File: config.mk
export PLATFORM = sky130hd
export DESIGN_NAME = pc_sequencer
export DESIGN_NICKNAME = d
export VERILOG_FILES = /design/src/rtl/pc_seq_pkg.sv /design/src/rtl/pc_wait_timer.sv /design/src/rtl/pc_sequencer.sv
export SDC_FILE = /design/constraint.sdc
export NUM_CORES = 1
export LEC_CHECK = 0
export ABC_AREA = 0
export CAP_MARGIN = 30
export CORE_AREA = 4 4 91 59
export CTS_BUF_LIST = sky130_fd_sc_hd__clkbuf_4 sky130_fd_sc_hd__clkbuf_8
export CTS_CLUSTER_SIZE = 25
export DETAILED_ROUTE_END_ITERATION = 10
export DIE_AREA = 0 0 95 63
export PLACE_DENSITY_LB_ADDON = 0.05
export SYNTH_ARGS = -nofsm -noshare
export SYNTH_HDL_FRONTEND = slang
export SYNTH_SLANG_ARGS = --single-unit
File: constraint.sdc
create_clock -name clk -period 3.2 [get_ports clk]
set_input_delay 0.64 -clock clk [delete_from_list [all_inputs] [get_ports clk]]
set_output_delay 0.64 -clock clk [all_outputs]
set_load 0.03 [all_outputs]
File: src/rtl/pc_seq_pkg.sv
// Shared types and constants for the PC sequencer: FSM state encoding,
// sticky fault codes, the pc_control request bundle and a saturating-increment helper.
package pc_seq_pkg;

   typedef enum logic [2:0] {
      BOOT   = 3'd0,
      RUN    = 3'd1,
      WAIT   = 3'd2,
      HALTED = 3'd3,
      FAULT  = 3'd4
   } state_t;

   localparam logic [1:0] FLT_NONE     = 2'b00;
   localparam logic [1:0] FLT_MISALIGN = 2'b01;
   localparam logic [1:0] FLT_TIMEOUT  = 2'b10;

   localparam logic [7:0]  WAIT_SAT = 8'hFF;
   localparam logic [15:0] CNT_SAT  = 16'hFFFF;

   // Next-PC candidates handed over by pc_control for the instruction at pc.
   typedef struct packed {
      logic [15:0] next_pc;
      logic [15:0] seq_pc;
      logic        is_branch;
      logic        halt;
   } pc_req_t;

   function automatic logic [15:0] sat_inc16(input logic [15:0] v);
      return (v == CNT_SAT) ? v : v + 16'd1;
   endfunction

endpackage

File: src/rtl/pc_wait_timer.sv
// Saturating 8-bit counter of consecutive instruction-memory stall cycles.
// expired flags that one more stall cycle would bring the count to WAIT_MAX (0 = never).
module pc_wait_timer
   import pc_seq_pkg::*;
#(
   parameter logic [7:0] WAIT_MAX = 8'd255
) (
   input  logic clk,
   input  logic rst_n,
   input  logic clr,
   input  logic inc,
   output logic expired
);

   logic [7:0] cnt;

   // clr together with inc restarts the count at one (first stall cycle seen in RUN).
   always_ff @(posedge clk or negedge rst_n) begin
      if (!rst_n)
         cnt <= 8'd0;
      else if (clr)
         cnt <= inc ? 8'd1 : 8'd0;
      else if (inc && cnt != WAIT_SAT)
         cnt <= cnt + 8'd1;
   end

   assign expired = (WAIT_MAX != 8'd0) && (({1'b0, cnt} + 9'd1) >= {1'b0, WAIT_MAX});

endmodule

File: src/rtl/pc_sequencer.sv
// Architectural PC owner: commits, holds, halts or faults each cycle.
// Optional perf counters built only when PC_SEQ_PERF_EN is defined.
module pc_sequencer
   import pc_seq_pkg::*;
#(
   parameter logic [15:0] RESET_VEC = 16'h0000,
   parameter logic [7:0]  WAIT_MAX  = 8'd255
) (
   input  logic        clk,
   input  logic        rst_n,
   input  logic [15:0] next_pc,
   input  logic [15:0] seq_pc,
   input  logic        is_branch,
   input  logic        halt,
   input  logic        imem_rdy,
   input  logic        resume,
   output logic [15:0] pc,
   output logic        fetch_valid,
   output logic        redirect,
   output logic        halted,
   output logic [1:0]  fault_code,
   output logic [15:0] retired_cnt,
   output logic [15:0] taken_cnt
);

   state_t      state, state_nxt;
   logic [15:0] pc_nxt;
   logic [1:0]  fault_nxt;
   logic        tmr_clr, tmr_inc, tmr_expired;
   pc_req_t     req;

   assign req = '{next_pc: next_pc, seq_pc: seq_pc, is_branch: is_branch, halt: halt};

   pc_wait_timer #(.WAIT_MAX(WAIT_MAX)) u_wait_timer (
      .clk     (clk),
      .rst_n   (rst_n),
      .clr     (tmr_clr),
      .inc     (tmr_inc),
      .expired (tmr_expired)
   );

   always_ff @(posedge clk or negedge rst_n) begin
      if (!rst_n) begin
         state      <= BOOT;
         pc         <= RESET_VEC;
         fault_code <= FLT_NONE;
      end else begin
         state      <= state_nxt;
         pc         <= pc_nxt;
         fault_code <= fault_nxt;
      end
   end

   always_comb begin
      state_nxt   = state;
      pc_nxt      = pc;
      fault_nxt   = fault_code;
      tmr_clr     = 1'b0;
      tmr_inc     = 1'b0;
      fetch_valid = 1'b0;
      redirect    = 1'b0;
      unique case (state)
         BOOT: state_nxt = RUN;
         RUN: begin
            fetch_valid = imem_rdy;
            // Stall outranks halt and misalignment: the instruction is re-evaluated once ready.
            if (!imem_rdy) begin
               state_nxt = WAIT;
               tmr_clr   = 1'b1;
               tmr_inc   = 1'b1;
            end else if (req.halt) begin
               state_nxt = HALTED;
            end else if (req.next_pc[0]) begin
               state_nxt = FAULT;
               fault_nxt = FLT_MISALIGN;
            end else begin
               pc_nxt   = req.next_pc;
               redirect = req.is_branch && (req.next_pc != req.seq_pc);
            end
         end
         WAIT: begin
            if (imem_rdy) begin
               state_nxt = RUN;
               tmr_clr   = 1'b1;
            end else begin
               tmr_inc = 1'b1;
               if (tmr_expired) begin
                  state_nxt = FAULT;
                  fault_nxt = FLT_TIMEOUT;
               end
            end
         end
         HALTED: begin
            if (resume) begin
               pc_nxt    = req.seq_pc;
               state_nxt = RUN;
            end
         end
         FAULT: ;
         default: state_nxt = BOOT;
      endcase
   end

   assign halted = (state == HALTED);

`ifdef PC_SEQ_PERF_EN
   logic retire;

   // HLT retires; a misaligned-target instruction does not.
   assign retire = (state == RUN) && imem_rdy && (halt || !next_pc[0]);

   always_ff @(posedge clk or negedge rst_n) begin
      if (!rst_n) begin
         retired_cnt <= 16'h0000;
         taken_cnt   <= 16'h0000;
      end else begin
         if (retire)   retired_cnt <= sat_inc16(retired_cnt);
         if (redirect) taken_cnt   <= sat_inc16(taken_cnt);
      end
   end
`else
   assign retired_cnt = 16'h0000;
   assign taken_cnt   = 16'h0000;
`endif

endmodule

* After elaboration in Yosys (flattened, before gate mapping) *
Cells that the tools add are included.

storage, ports and cells
  bits of input ports = 38
  output and inout port bits = 53
  bits in registers = 29
  word-level logic and storage cells = 63

operators by class
  equality and inequality tests = 15
  add/subtract/negate cells = 2
  reduce and logical (&&, ||, !) cells = 10
  bitwise logic cells = 1
  magnitude comparators = 1
  muxes and demuxes = 30

operator list
  kind                                                                number
  2-to-1 mux 16 bit                                                   4
  one-hot mux 16 bit (2 select lines)                                 1
  2-to-1 mux 3 bit                                                    6
  2-to-1 mux 8 bit                                                    2
  != test 16 bit                                                      1
  one-hot mux 3 bit (5 select lines)                                  1
  != test 2 bit (second input constant)                               7
  2-to-1 mux 2 bit                                                    5
  adder 8 x 1 -> 9 bit (second input constant)                        1
  greater-or-equal comparator 9 x 8 -> 1 bit (second input constant)  1
  2-to-1 mux 1 bit                                                    9
  adder 8 x 1 -> 8 bit (second input constant)                        1
  != test 8 bit (second input constant)                               1
  equality test 3 x 2 -> 1 bit (second input constant)                2
  AND reduction 6 bit                                                 1
  nonzero test 2 bit                                                  3
  AND reduction 5 bit                                                 1
  != test 4 bit (second input constant)                               1
  one-hot mux 2 bit (2 select lines)                                  1
  AND reduction 4 bit                                                 1
  equality test 3 x 1 -> 1 bit (second input constant)                1
  equality test 3 bit (second input constant)                         1
  logical NOT 3 bit                                                   1
  != test 3 bit (second input constant)                               1
  4 further kinds                                                     5

* Depth between registers and ports, before layout *
  depth after elaboration = 6
  gate-level depth with buffers = 8
  gate-level depth less buffers = 7

* By module *
From an unflattened synthesis, not the netlist that was laid out.

unflattened totals
  cells, all modules = 227
  area, all modules = 2,115.8 um^2

by module, submodules not included
  module         cells an instance  area each (um^2)  times used
  pc_sequencer   166                1,560.2           1
  pc_wait_timer  61                 555.5             1

* Least setup slack after synthesis *
OpenSTA, ideal clock, no wires.

  path type = input-to-output
  start point = input port imem_rdy
  end point = output port redirect
  data arrival time = 1.544 ns
  data required time = 2.560 ns
  setup slack = 1.016 ns
  stages = 4
  cells stage by stage = clkbuf_1 > nand2b_1 > nor4_2 > and3_1

between the ends
  longest elaborated chain between the ends = 2

ends and longest elaborated chain
  item              line                RTL
  start, declared   pc_sequencer.sv:15  input logic imem_rdy,
  2-to-1 mux 1 bit  pc_sequencer.sv:67  if (!imem_rdy) begin
  2-to-1 mux 1 bit  pc_sequencer.sv:62  unique case (state)
  end, declared     pc_sequencer.sv:19  output logic redirect,

Every way passes these cells.

* Final worst setup path *
  start point = input port next_pc[15]
  end point = output port redirect

between the ends
  longest elaborated chain between the ends = 6

ends and longest elaborated chain
  item               line                RTL
  start, declared    pc_sequencer.sv:11  input logic [15:0] next_pc,
  != test 16 bit     pc_sequencer.sv:78  redirect = req.is_branch && (req.next_pc != req.seq_pc);
  logical AND 1 bit  pc_sequencer.sv:78
  2-to-1 mux 1 bit   pc_sequencer.sv:73  end else if (req.next_pc[0]) begin
  2-to-1 mux 1 bit   pc_sequencer.sv:71  end else if (req.halt) begin
  2-to-1 mux 1 bit   pc_sequencer.sv:67
  2-to-1 mux 1 bit   pc_sequencer.sv:62

Every way passes these cells.

==> impl_metrics.ini <==
[layout]
area_growth_pct = 29.10
drive_gt1_frac = 0.07534
layout_commonest_cell = clkdlybuf4s50_1
antenna_cells = 0
nets = 331
final_cell_mix = clkdlybuf4s50_1 (57), conb_1 (32), dfrtp_1 (29), nand2_1 (23), mux2i_1 (18)
final_area_um2 = 2686

[floorplanning]
floorplan.rows = 19
coreArea_um2 = 4469
die_width_um = 95
start_util = 0.4656
fp.dieH_um = 63
io_pins = 91
dieArea_um2 = 5985

[critical_path]
crit_arrival_ns = 2.33
crit_type = primary input to output pin
cp.required_ns = 2.56
endpoint_kind = output pin
cp_max_fo = 2
cp-start-kind = primary input

[yosys]
avgSynthCellArea_um2 = 9.047
netlist_instances = 230
ys_ff_latch = 29
yosysWarnings = 0
syn_area_um2 = 2081
ys_seq_area_frac = 0.3488
ys_types = 44

[pwr]
p_int_mw = 1.143
switching_share = 0.4500
total_leakage_power_nw = 1.163
power_frac_clock = 0.144
power.density_nw_per_um2 = 773.6
switchingPower_mw = 0.9353
power_frac_comb = 0.556
pwr-share-seq = 0.301
vdd_drop_max_uv = 469.8

[global_route]
met1_usage = 0.2382
met2_usage = 0.2467
grt-busiest-layer = met2
grt_overflow_total = 0
grt_max_degree = 33
met3_usage = 0.04573
grt_pass1_vias = 1552
grt_pass1_wl_um = 7810
antenna_found_initial = 0
grtUsageTotal = 0.1644

[timing]
grt_setup_unrepaired = false
worst_slew_pin_slew_ns = 0.5679
min_period_ns = 2.967
max_clock_freq_ghz = 0.3370
finalSetupViolCount = 0
skew_ns = 0.005229
drv_slew = 0
slew_headroom = 0.6206
hold_viol_final = 0
timing.hold.ws_ns = 0.4809
min_period_over_period = 0.9273

[clock_network]
h-tree-depth = 2
cts.clk_slew.worst_paths_ns = 0.06
clk_path_buf_depth = 2
clk_latency_ns = 0.27
cts_made_buffers = 5
cts-root-buf = clkbuf_8
cts.sinks = 29
cts_tree = built
postCtsHoldBufs = 0

[route]
avgRoutedWirePerCell_um = 13.23
firstDrtPassIters = 4
vias = 1661
drt_drc_violations_left = 0
via_per_inst = 4.679
routed_wl_um = 4696
drt_iter0_markers = 67
detail-route-antenna-nets = 0

[placement]
place_area_um2 = 2601
gp_congestion = 0.8097
hpwl_um = 3678
numPortBuffers = 58

[run_status]
status = completed

[min_path]
hold_class = flip-flop to flip-flop

[run]
maxCapViolCount = 0
## final timing paths
| path | startpoint | end | slack (ns) | depth (start not counted) |
|---|---|---|---|---|
| worst max-delay path | next_pc[15] | redirect | 0.23 | 7 |
| worst min-delay path | pc[13]$_DFFE_PN0P_ | pc[13]$_DFFE_PN0P_ | 0.48 | 2 |
| worst max register to register | u_wait_timer.cnt[0]$_DFFE_PN0P_ | u_wait_timer.cnt[5]$_DFFE_PN0P_ | 1.14 | 6 |
| worst min register to register | pc[13]$_DFFE_PN0P_ | pc[13]$_DFFE_PN0P_ | 0.48 | 2 |
| max in group asynchronous | rst_n | pc[14]$_DFFE_PN0P_ | 2.16 | 2 |
| min in group asynchronous | rst_n | u_wait_timer.cnt[2]$_DFFE_PN0P_ | 0.76 | 2 |
## flip-flops by register name, indices dropped and copies added (netlist names)
| signal | cells |
|---|---|
| pc | 16 |
| state | 3 |
| u_wait_timer.cnt | 8 |
| fault_code | 2 |
## stage by stage
stage / power [mW] / cells / setup WS, ns / TNS [ns] / utilization
after global placement: 1.795 / 347 / 0.02319 / 0 / 0.5820
final: 2.078 / 355 / 0.2327 / 0 / 0.6011
after detailed placement: 1.797 / 347 / -0.03347 / -0.03347 / 0.5820
after global routing: 2.237 / 355 / 0.1181 / 0 / 0.6011
after CTS: 2.105 / 355 / 0.2046 / 0 / 0.6011
after floorplan: 1.442 / 261 / 1.016 / 0 / -
## cells in the mapped netlist (all sizes together)
master  number  area, um2
nand4        2      12.51
nand3        5      30.03
dfrtp       29      725.7
or3          2      12.51
o31ai        1      21.27
xor2        16      140.1
clkbuf       2      7.510
buf         39      292.8
inv          3      11.26
nor3         5      30.03
o211a        1      10.01
xnor2        3      26.28
and3         2      12.51
ha           2      25.02
a211o        1      8.760
o32ai        1      8.760
or3b         1      8.760
mux2i       18      180.2
o21ai       23      115.1
o21bai       1      7.510
nand2b       7      43.79
nand2       23      86.33
nor2        13      48.80
a31oi        2      12.51
nor4         7      56.30
o21a         1      7.510
o221ai       1      8.760
nand4b       1      8.760
nand3b       1      7.510
conb         1      3.750
nor3b        2      20.02
a21oi        7      38.79
a221oi       1      8.760
nor2b        3      18.77
mux2         1      11.26
and2         2      12.51
## power by group through the flow
stage                     sequential, mW  combinational (mW)  clock (mW)
final                              0.625                1.15       0.299
after global routing               0.652                1.26       0.330
after CTS                          0.625                1.17       0.311
after detailed placement           0.630                1.17           0
after global placement             0.630                1.16           0
after floorplan                    0.803               0.639           0
## layer usage
metal	up-vias	part of all wire
met5	-	0
met4	0	0.0038
met3	2	0.089
met2	58	0.43
met1	748	0.48
li1	853	-
## kinds of logic after synthesis
| group | Yosys count | synth area share |
|---|---|---|
| other | 1 | 0.001802 |
| multiplexers | 19 | 0.09200 |
| buffers and inverters | 44 | 0.1497 |
| AND/OR/NAND/NOR | 76 | 0.1966 |
| adder cells (fa/ha/maj) | 2 | 0.01202 |
| XOR/XNOR | 19 | 0.07998 |
| AO/OA/AOI/OAI | 40 | 0.1191 |
| flip-flops | 29 | 0.3488 |
## area by class of cell
class | instances | area (um2)
fillers | 405 | 1783
multi-input cells | 188 | 1160
flip-flops and latches | 29 | 725.7
repair buffers | 64 | 624.3
well taps | 63 | 78.83
clock buffers | 6 | 76.32
inverters | 3 | 11.26
clock inverters | 2 | 10.01
## critical path, cell delays in order
cell	delay, ns
clkdlybuf4s50_1	0.43
xor2_1	0.17
nor4_1	0.32
buf_4	0.17
nand4_1	0.06
and3_1	0.18
dlygate4sd2_1	0.35
## what timing repair did
| item | CTS | global route |
|---|---|---|
| resized for setup | 1 | 0 |
| setup endpoints to repair | 1 | 0 |
| setup buffers | 0 | 0 |
Power figures use the tool's default switching activity.
